**src/rtl/decode_issue.sv**
```systemverilog
// rtl/decode_issue.sv - decode/issue stage with 8-entry register file and RAW scoreboard
//
// Purpose:
//    Accepts 16-bit instructions over a valid/ready handshake. Source operands
//    are read from an internal 8 x N register file, with a bypass from the
//    writeback port. The stage presents the operands, a one-hot ALU opcode and
//    the destination register in a single registered output slot. A
//    per-register pending bit stalls issue on read-after-write hazards.
//
// Ports:
//    clk, rst                  clock, asynchronous active-high reset
//    in_valid, in_ready, instr instruction handshake; instr = {op,rd,rs1,rs2,3'bx}
//    out_valid, out_ready      output slot handshake toward the ALU
//    a, b, opcode, rd          slot contents: operands, one-hot op, destination
//    wb_en, wb_rd, wb_data     ALU result writeback into the register file
//    illegal                   one-cycle pulse after an illegal op is accepted

module decode_issue #(
   parameter int N = 32
) (
   input  logic         clk,
   input  logic         rst,
   input  logic         in_valid,
   output logic         in_ready,
   input  logic [15:0]  instr,
   output logic         out_valid,
   input  logic         out_ready,
   output logic [N-1:0] a,
   output logic [N-1:0] b,
   output logic [13:0]  opcode,
   output logic [2:0]   rd,
   input  logic         wb_en,
   input  logic [2:0]   wb_rd,
   input  logic [N-1:0] wb_data,
   output logic         illegal
);

   // Instruction fields
   logic [3:0] f_op;
   logic [2:0] f_rd;
   logic [2:0] f_rs1;
   logic [2:0] f_rs2;
   logic       unused_bits;

   assign f_op        = instr[15:12];
   assign f_rd        = instr[11:9];
   assign f_rs1       = instr[8:6];
   assign f_rs2       = instr[5:3];
   assign unused_bits = ^instr[2:0];

   // State
   logic [N-1:0] regs_q [8];
   logic [N-1:0] regs_d [8];
   logic [7:0]   pend_q, pend_d;
   logic         out_valid_q, out_valid_d;
   logic [N-1:0] a_q, a_d;
   logic [N-1:0] b_q, b_d;
   logic [13:0]  opcode_q, opcode_d;
   logic [2:0]   rd_q, rd_d;
   logic         illegal_q, illegal_d;

   // Hazard / handshake
   logic         byp1, byp2;
   logic         haz;
   logic         legal;
   logic         accept;
   logic [N-1:0] opnd1, opnd2;

   always_comb begin
      byp1 = wb_en && (wb_rd == f_rs1);
      byp2 = wb_en && (wb_rd == f_rs2);

      // A pending source is fine if its result is arriving this very cycle.
      haz = ((f_rs1 != 3'd0) && pend_q[f_rs1] && !byp1) ||
            ((f_rs2 != 3'd0) && pend_q[f_rs2] && !byp2);

      in_ready = (!out_valid_q || out_ready) && !haz;
      legal    = (f_op < 4'd14);
      accept   = in_valid && in_ready;

      // r0 is hardwired to zero, even when a writeback targets it.
      if (f_rs1 == 3'd0) begin
         opnd1 = '0;
      end else if (byp1) begin
         opnd1 = wb_data;
      end else begin
         opnd1 = regs_q[f_rs1];
      end

      if (f_rs2 == 3'd0) begin
         opnd2 = '0;
      end else if (byp2) begin
         opnd2 = wb_data;
      end else begin
         opnd2 = regs_q[f_rs2];
      end
   end

   // Next-state
   always_comb begin
      regs_d      = regs_q;
      pend_d      = pend_q;
      out_valid_d = out_valid_q;
      a_d         = a_q;
      b_d         = b_q;
      opcode_d    = opcode_q;
      rd_d        = rd_q;
      illegal_d   = 1'b0;

      if (wb_en && (wb_rd != 3'd0)) begin
         regs_d[wb_rd] = wb_data;
      end

      // Clear first so a same-cycle set of the same bit wins: the newly
      // issued write is the one still outstanding.
      if (wb_en) begin
         pend_d[wb_rd] = 1'b0;
      end

      if (accept && legal) begin
         out_valid_d = 1'b1;
         a_d         = opnd1;
         b_d         = opnd2;
         opcode_d    = 14'(1) << f_op;
         rd_d        = f_rd;
         if (f_rd != 3'd0) begin
            pend_d[f_rd] = 1'b1;
         end
      end else if (out_valid_q && out_ready) begin
         out_valid_d = 1'b0;
      end

      // Illegal ops are dropped; the slot and scoreboard are left alone.
      if (accept && !legal) begin
         illegal_d = 1'b1;
      end

      pend_d[0] = 1'b0;
   end

   always_ff @(posedge clk or posedge rst) begin
      if (rst) begin
         for (int i = 0; i < 8; i++) begin
            regs_q[i] <= '0;
         end
         pend_q      <= '0;
         out_valid_q <= 1'b0;
         a_q         <= '0;
         b_q         <= '0;
         opcode_q    <= '0;
         rd_q        <= '0;
         illegal_q   <= 1'b0;
      end else begin
         for (int i = 0; i < 8; i++) begin
            regs_q[i] <= regs_d[i];
         end
         pend_q      <= pend_d;
         out_valid_q <= out_valid_d;
         a_q         <= a_d;
         b_q         <= b_d;
         opcode_q    <= opcode_d;
         rd_q        <= rd_d;
         illegal_q   <= illegal_d;
      end
   end

   assign out_valid = out_valid_q;
   assign a         = a_q;
   assign b         = b_q;
   assign opcode    = opcode_q;
   assign rd        = rd_q;
   assign illegal   = illegal_q;

endmodule

```
**config.mk**
```make
export PLATFORM = sky130hd
export DESIGN_NAME = decode_issue
export DESIGN_NICKNAME = d
export VERILOG_FILES = /design/src/rtl/decode_issue.sv
export SDC_FILE = /design/constraint.sdc
export NUM_CORES = 1
export LEC_CHECK = 0
export CORE_UTILIZATION = 30
export DETAILED_ROUTE_END_ITERATION = 16
export GPL_TIMING_DRIVEN = 0
export PLACE_DENSITY = 0.47
export SYNTH_ARGS = -nofsm -noshare
export SYNTH_HDL_FRONTEND = slang
export SYNTH_SLANG_ARGS = --single-unit
```
**constraint.sdc**
```tcl
create_clock -name clk -period 10.6 [get_ports clk]
set_input_delay 1.06 -clock clk [delete_from_list [all_inputs] [get_ports clk]]
set_output_delay 1.06 -clock clk [all_outputs]
set_load 0.02 [all_outputs]
```
==> results of run 1 <==
[through the flow]
step | cells | instance area [sq um] | setup slack [ps] | power (uW)
3_3_place_gp | 2213 | 18400 | -4110 | 3090
3_5_place_dp | 2216 | 18500 | 5920 | 3110
5_1_grt | 2283 | 19800 | 5760 | 4670
4_1_cts | 2283 | 19800 | 5910 | 4500
2_1_floorplan | 1390 | 16300 | 854 | 2540
6_report | 2284 | 19800 | 5880 | 4450
[Yosys cell counts (all sizes together), types with 15 or more instances]
library cell,count
a211o,97
a21oi,51
a31oi,15
a32o,19
buf,32
clkbuf,98
dfrtp,314
inv,41
mux2,368
nand2,68
nor2,24
nor3,58
o221ai,49
o22a,19
o22ai,68
[cell type report]
class | instances | area share
Sequential cell | 314 | 0.397
Multi-Input combinational cell | 905 | 0.391
Timing Repair Buffer | 130 | 0.0683
Clock buffer | 60 | 0.0589
Tap cell | 696 | 0.0440
Buffer | 130 | 0.0268
Inverter | 41 | 0.00815
Clock inverter | 7 | 0.00568
Antenna cell | 1 | 0.000126
[kinds of logic after synthesis]
| logic type | Yosys count | synth area share |
|---|---|---|
| XOR/XNOR | 6 | 0.00322 |
| flip-flops | 314 | 0.482 |
| multiplexers | 371 | 0.258 |
| AND/OR/NAND/NOR | 192 | 0.0567 |
| AO/OA/AOI/OAI | 336 | 0.158 |
| buffers and inverters | 171 | 0.0421 |
[registers in the layout, summed over array words and instances (netlist names)]
register,cells
regs_q,224
a,32
b,32
opcode,14
pend_q,7
rd,3
illegal,1
out_valid,1
[layout by cell type, fill, tap and decap left out, types with 10 or more instances in the layout]
cell,count
mux2_2,357
dfrtp_1,314
clkdlybuf4s50_1,127
clkbuf_1,109
a211o_1,97
nand2_1,68
o22ai_1,68
nor3_1,57
a21oi_1,51
o221ai_1,49
clkbuf_16,41
inv_1,39
nor2_1,24
buf_2,19
a32o_1,19
o22a_1,19
a31oi_1,15
nor2b_1,11
buf_1,10
[power groups by stage]
stage                     logic (uW)  registers, uW  clock network, uW
after floorplan                  661           1880                  0
after global placement          1330           1760                  0
after detailed placement        1340           1770                  0
after CTS                       1350           1750               1400
after global routing            1430           1800               1440
final                           1340           1750               1360
[worst max path at each step]
stage | start | end | slack, ps | cells after the start
2_1_floorplan | rst | a[0]$_DFFE_PP0P_ | 850 | 1
3_3_place_gp | rst | regs_q[54]$_DFFE_PP0P_ | -4110 | 2
3_5_place_dp | instr[4] | in_ready | 5920 | 6
4_1_cts | instr[4] | in_ready | 5910 | 6
5_1_grt | instr[4] | in_ready | 5760 | 6
6_report | instr[4] | in_ready | 5880 | 6
[per-layer routing]
layer  share of wire  vias to the layer above
li1                -                     5631
met1            0.44                     6722
met2            0.46                      453
met3           0.058                      149
met4           0.036                        0
met5               0                        -
==> metrics, run 1 <==
status complete, no violations; Sw Pwr approximately 1400 uW; DPL Wire Length 40400 microns; share of layout cells above drive strength 1 0.286; Final Setup Violations 0; measured slew at the worst slew-check pin 1370 ps; Min-Delay Startpoint b[31]$_DFFE_PP0P_; Warnings, synthesis 0; via/cell ratio roughly 5.7; Gate Count Post-Synth 1390; Wirelength per Cell 27.3 microns; setup TNS 0 ps; combinational fraction of design power 0.301; Mapped Area 16300 sq um; Worst Setup Start Kind primary input; First-pass DRT Iterations 6; Pint ~3000 uW; GRT Util Overall 0.226; gpl congestion 0.833; Fin. Hold Viols 0; Final Cycle Share 0.445; maximum number of pins on one net before global-route repair 104; die area between 50000 and 60000 sq um; clock group share of total power 0.306; PortBufs 127; Yosys top cell area share 0.482; number of register bits inferred by synthesis approximately 310; Core Util, Final 0.369; hold depth 1; met1 Usage GRT 0.309; Hold Path Class flop to flop; multi-input logic area 7750 sq um; critical path cell sequence clkdlybuf4s50_1, clkbuf_1, a221oi_1, nor4_2, nor2_1, clkdlybuf4s50_1; Layout area overhead 21.6%; critical path class primary input to output pin; Crit path max-delay family buffers and inverters; vias in the first global route 13200; GRT overflow 0; Fmax 212 MHz; Slew HR 0.0785; root buffer cell clkbuf_16; post-CTS sizing 0; # H-tree levels 2; Worst path slowest cell clkdlybuf4s50_1; Mapped Nets 1446; Critical Path RT approximately 9500 ps; Horiz. Die Dim approximately 240 microns; Peak VDD IR 0.102 mV; ys flop type dfrtp_1; Buf+Inv Stages, Crit Path 3; RSZ-0062 raised after global routing no; die height around 240 microns; CTS Buf Count 39; most used cell, CP clkdlybuf4s50_1; starting density of the core 0.303; CTS tree built; Clock Latency Late Sink approximately 560 ps; DR vias 13000; fillcell total 5309; Avg Inst Size Synth between 10 and 15 sq um; Worst Path Max Fanout 10; clk buf depth 3; cell taking the most area after synthesis dfrtp_1; R2R cell count 6; GR Util met3 0.0334; first-pass GRT wire length ~92000 microns; CTS Sinks 314; I/O Pins 140; synth unique cells 48; Starting DRT DRC Count 1086; Post-synth EDFFs 0; R2R Path End b[9]$_DFFE_PP0P_; register area share after synthesis 0.482; gr busiest metal met2; grt met2 use 0.358; setup repair bufs after CTS 0; Placement Rows 85; Final ANT Viol Nets 0; CP arrival 3660 ps; Reg area 7860 sq um; nets 1617; Crit. End Element output pin; Post-route DRC 0; Min Clock Period, post-route 4720 ps; switching portion of total power 0.312; slack of the worst reg-to-reg path 7710 ps; MaxCap Viol Count 0; sequential share of power 0.393; CTS clock-pin slew for the worst setup and hold paths 60 ps; PD cells between 200 and 250 nW/um^2; area of the core around 54000 sq um; Slew Viols, Final 0; hold slack between 400 and 500 ps; final wirelength 62400 microns; clock skew 20.9 ps; P_leak about 0.008 uW; initial antenna violation count 2; reg-to-reg startpoint pend_q[1]$_DFF_PP0_; top post-synthesis cells by area dfrtp_1 (48%), mux2_2 (25%), a211o_1 (5.2%), o221ai_1 (2.6%), o22ai_1 (2.6%); Hold Path Sink b[31]$_DFFE_PP0P_; Crit path largest cell delay 640 ps; asr flop ratio synth 1.00; CTS Hold Bufs 0
No activity file was read; power rests on OpenSTA's default activity.
==> inputs of run 2 (changes only) <==
PLACE_DENSITY = 0.49   (was 0.47)
clock period = 4.1 ns   (was 10.6 ns; I/O delays follow)
==> metrics, run 2 (synthesis gave the netlist of run 1 again) <==
Clock Latency Late Sink 580 ps (+20 ps); Placement Rows 85 (unchanged); die area 55300 sq um (unchanged); PD cells 572 nW/um^2 (+150%); clock skew 16.7 ps (-4.26 ps); Slew Viols, Final 0 (unchanged); Worst path slowest cell clkdlybuf4s50_1; PortBufs 127 (unchanged); via/cell ratio 5.66 (-0.19%); CTS clock-pin slew for the worst setup and hold paths 50 ps (about the same); # H-tree levels 2 (unchanged); measured slew at the worst slew-check pin 1260 ps (-113 ps); Final ANT Viol Nets 0 (unchanged); fillcell total 5278 (-0.58%); RSZ-0062 raised after global routing no; CTS tree built; post-CTS sizing 0 (unchanged); final wirelength 61100 microns (-2.0%); vias in the first global route 13300 (+0.32%); CTS Buf Count 40 (+2.6%); maximum number of pins on one net before global-route repair 42 (-60%); P_leak 0.00809 uW (+0.37%); Fmax 288 MHz; reg-to-reg startpoint pend_q[3]$_DFF_PP0_; slack of the worst reg-to-reg path 1220 ps (-6490 ps); Peak VDD IR 0.335 mV (+230%); Worst Setup Start Kind primary input; DR vias 13000 (+0.077%); Crit. End Element output pin; R2R cell count 6 (unchanged); nets 1624 (+0.43%); Largest Register regs_q; Slew HR 0.154 (+0.0758); critical path cell sequence clkdlybuf4s50_1, clkbuf_1, a221oi_1, nor4_2, nor2_1, clkdlybuf4s50_1; share of layout cells above drive strength 1 0.291 (+0.00520); GRT Util Overall 0.221 (-0.00471); status complete, no violations; gpl congestion 0.863 (+3.7%); max reg flops 224 (unchanged); Setup crit end in_ready; clk buf depth 3 (unchanged); setup repair bufs after CTS 0 (unchanged); starting density of the core 0.303 (unchanged); most used cell, CP clkdlybuf4s50_1; initial antenna violation count 3 (+1); Tot Pwr 11400 uW (+160%); CTS Sinks 314 (unchanged); cell area after layout 19900 sq um (+0.21%); Wirelength per Cell 26.7 microns (-2.3%); Final Cycle Share 0.846; Fin. Hold Viols 0 (unchanged); area of the core 53700 sq um (unchanged); die height 235 microns (unchanged); CP arrival 3060 ps (-600 ps); GRT overflow 0 (unchanged); hold slack 128 ps (-370 ps); critical path class primary input to output pin; R2R Path End b[9]$_DFFE_PP0P_; Crit path largest cell delay 630 ps (about the same); First-pass DRT Iterations 6 (unchanged); commonest non-fill, non-tap cells in the layout mux2_2 (357), dfrtp_1 (314), clkdlybuf4s50_1 (127), clkbuf_1 (105), a211o_1 (97); Min Clock Period, post-route 3470 ps; root buffer cell clkbuf_16; Worst Path Max Fanout 10 (unchanged); Layout area overhead 21.8%; DPL Wire Length 40500 microns (+0.46%); CTS Hold Bufs 0 (unchanged); Post-route DRC 0 (unchanged); I/O Pins 140 (unchanged); Final Setup Violations 0 (unchanged); Hold Path Class primary input to asynchronous set/reset pin; first-pass GRT wire length 90900 microns (-1.7%); Post-DP Area 18600 sq um (+0.51%); MaxCap Viol Count 0 (unchanged); Worst Setup SP instr[4]; Starting DRT DRC Count 1080 (-0.55%); DP Worst Slack 324 ps (-5600 ps); Horiz. Die Dim 235 microns (unchanged); commonest non-fill, non-tap cell in the layout mux2_2; Final WS setup 630 ps (-5250 ps); Critical Path RT 3690 ps (-5850 ps)
## run 2: worst max-delay path: cells and delay by family
family / cells / cell delay, ps
buf+inv: 3 / 1710
simple gates: 2 / 730
compound gates: 1 / 200
## run 2: area by class of cell
| cell class | instances | area, sq um | share of cell area |
|---|---|---|---|
| multi-input combinational | 905 | 7750 | 0.391 |
| tap | 696 | 871 | 0.0439 |
| clock buffer | 57 | 1170 | 0.0587 |
| clock inverter | 10 | 61.3 | 0.00309 |
| timing repair buffer | 136 | 1450 | 0.0731 |
| antenna | 1 | 2.50 | 0.000126 |
| buffer | 130 | 532 | 0.0268 |
| inverter | 41 | 158 | 0.00794 |
| sequential | 314 | 7860 | 0.396 |
## run 2: where the power goes
group	switching, uW	internal, uW	leakage, uW
registers	556	3960	0.00383
logic	1630	1830	0.00365
clock network	1410	1970	0.000613
total	3590	7770	0.00809
## run 2: worst min path at each step
| stage | from | end | cells after the start |
|---|---|---|---|
| after floorplan | pend_q[3]$_DFF_PP0_ | pend_q[3]$_DFF_PP0_ | 1 |
| after global placement | b[31]$_DFFE_PP0P_ | b[31]$_DFFE_PP0P_ | 1 |
| after detailed placement | b[31]$_DFFE_PP0P_ | b[31]$_DFFE_PP0P_ | 1 |
| after CTS | rst | regs_q[16]$_DFFE_PP0P_ | 2 |
| after global routing | rst | regs_q[112]$_DFFE_PP0P_ | 2 |
| final | rst | regs_q[112]$_DFFE_PP0P_ | 2 |
## run 2: per-layer routing
layer  global-route usage  up-vias  wire (microns)
met1                0.300     6670           26800
met2                0.352      522           28200
met5                    0        -              26
met4               0.0783        4            2080
met3               0.0419      136            4060
li1                     -     5633               -
## run 2: metrics by stage
| step | setup TNS, ps | instances | util |
|---|---|---|---|
| after floorplan | -154760 | 1390 | - |
| after global placement | -981330 | 2213 | 0.343 |
| after detailed placement | 0 | 2222 | 0.347 |
| after CTS | 0 | 2289 | 0.370 |
| after global routing | 0 | 2289 | 0.370 |
| final | 0 | 2290 | 0.370 |
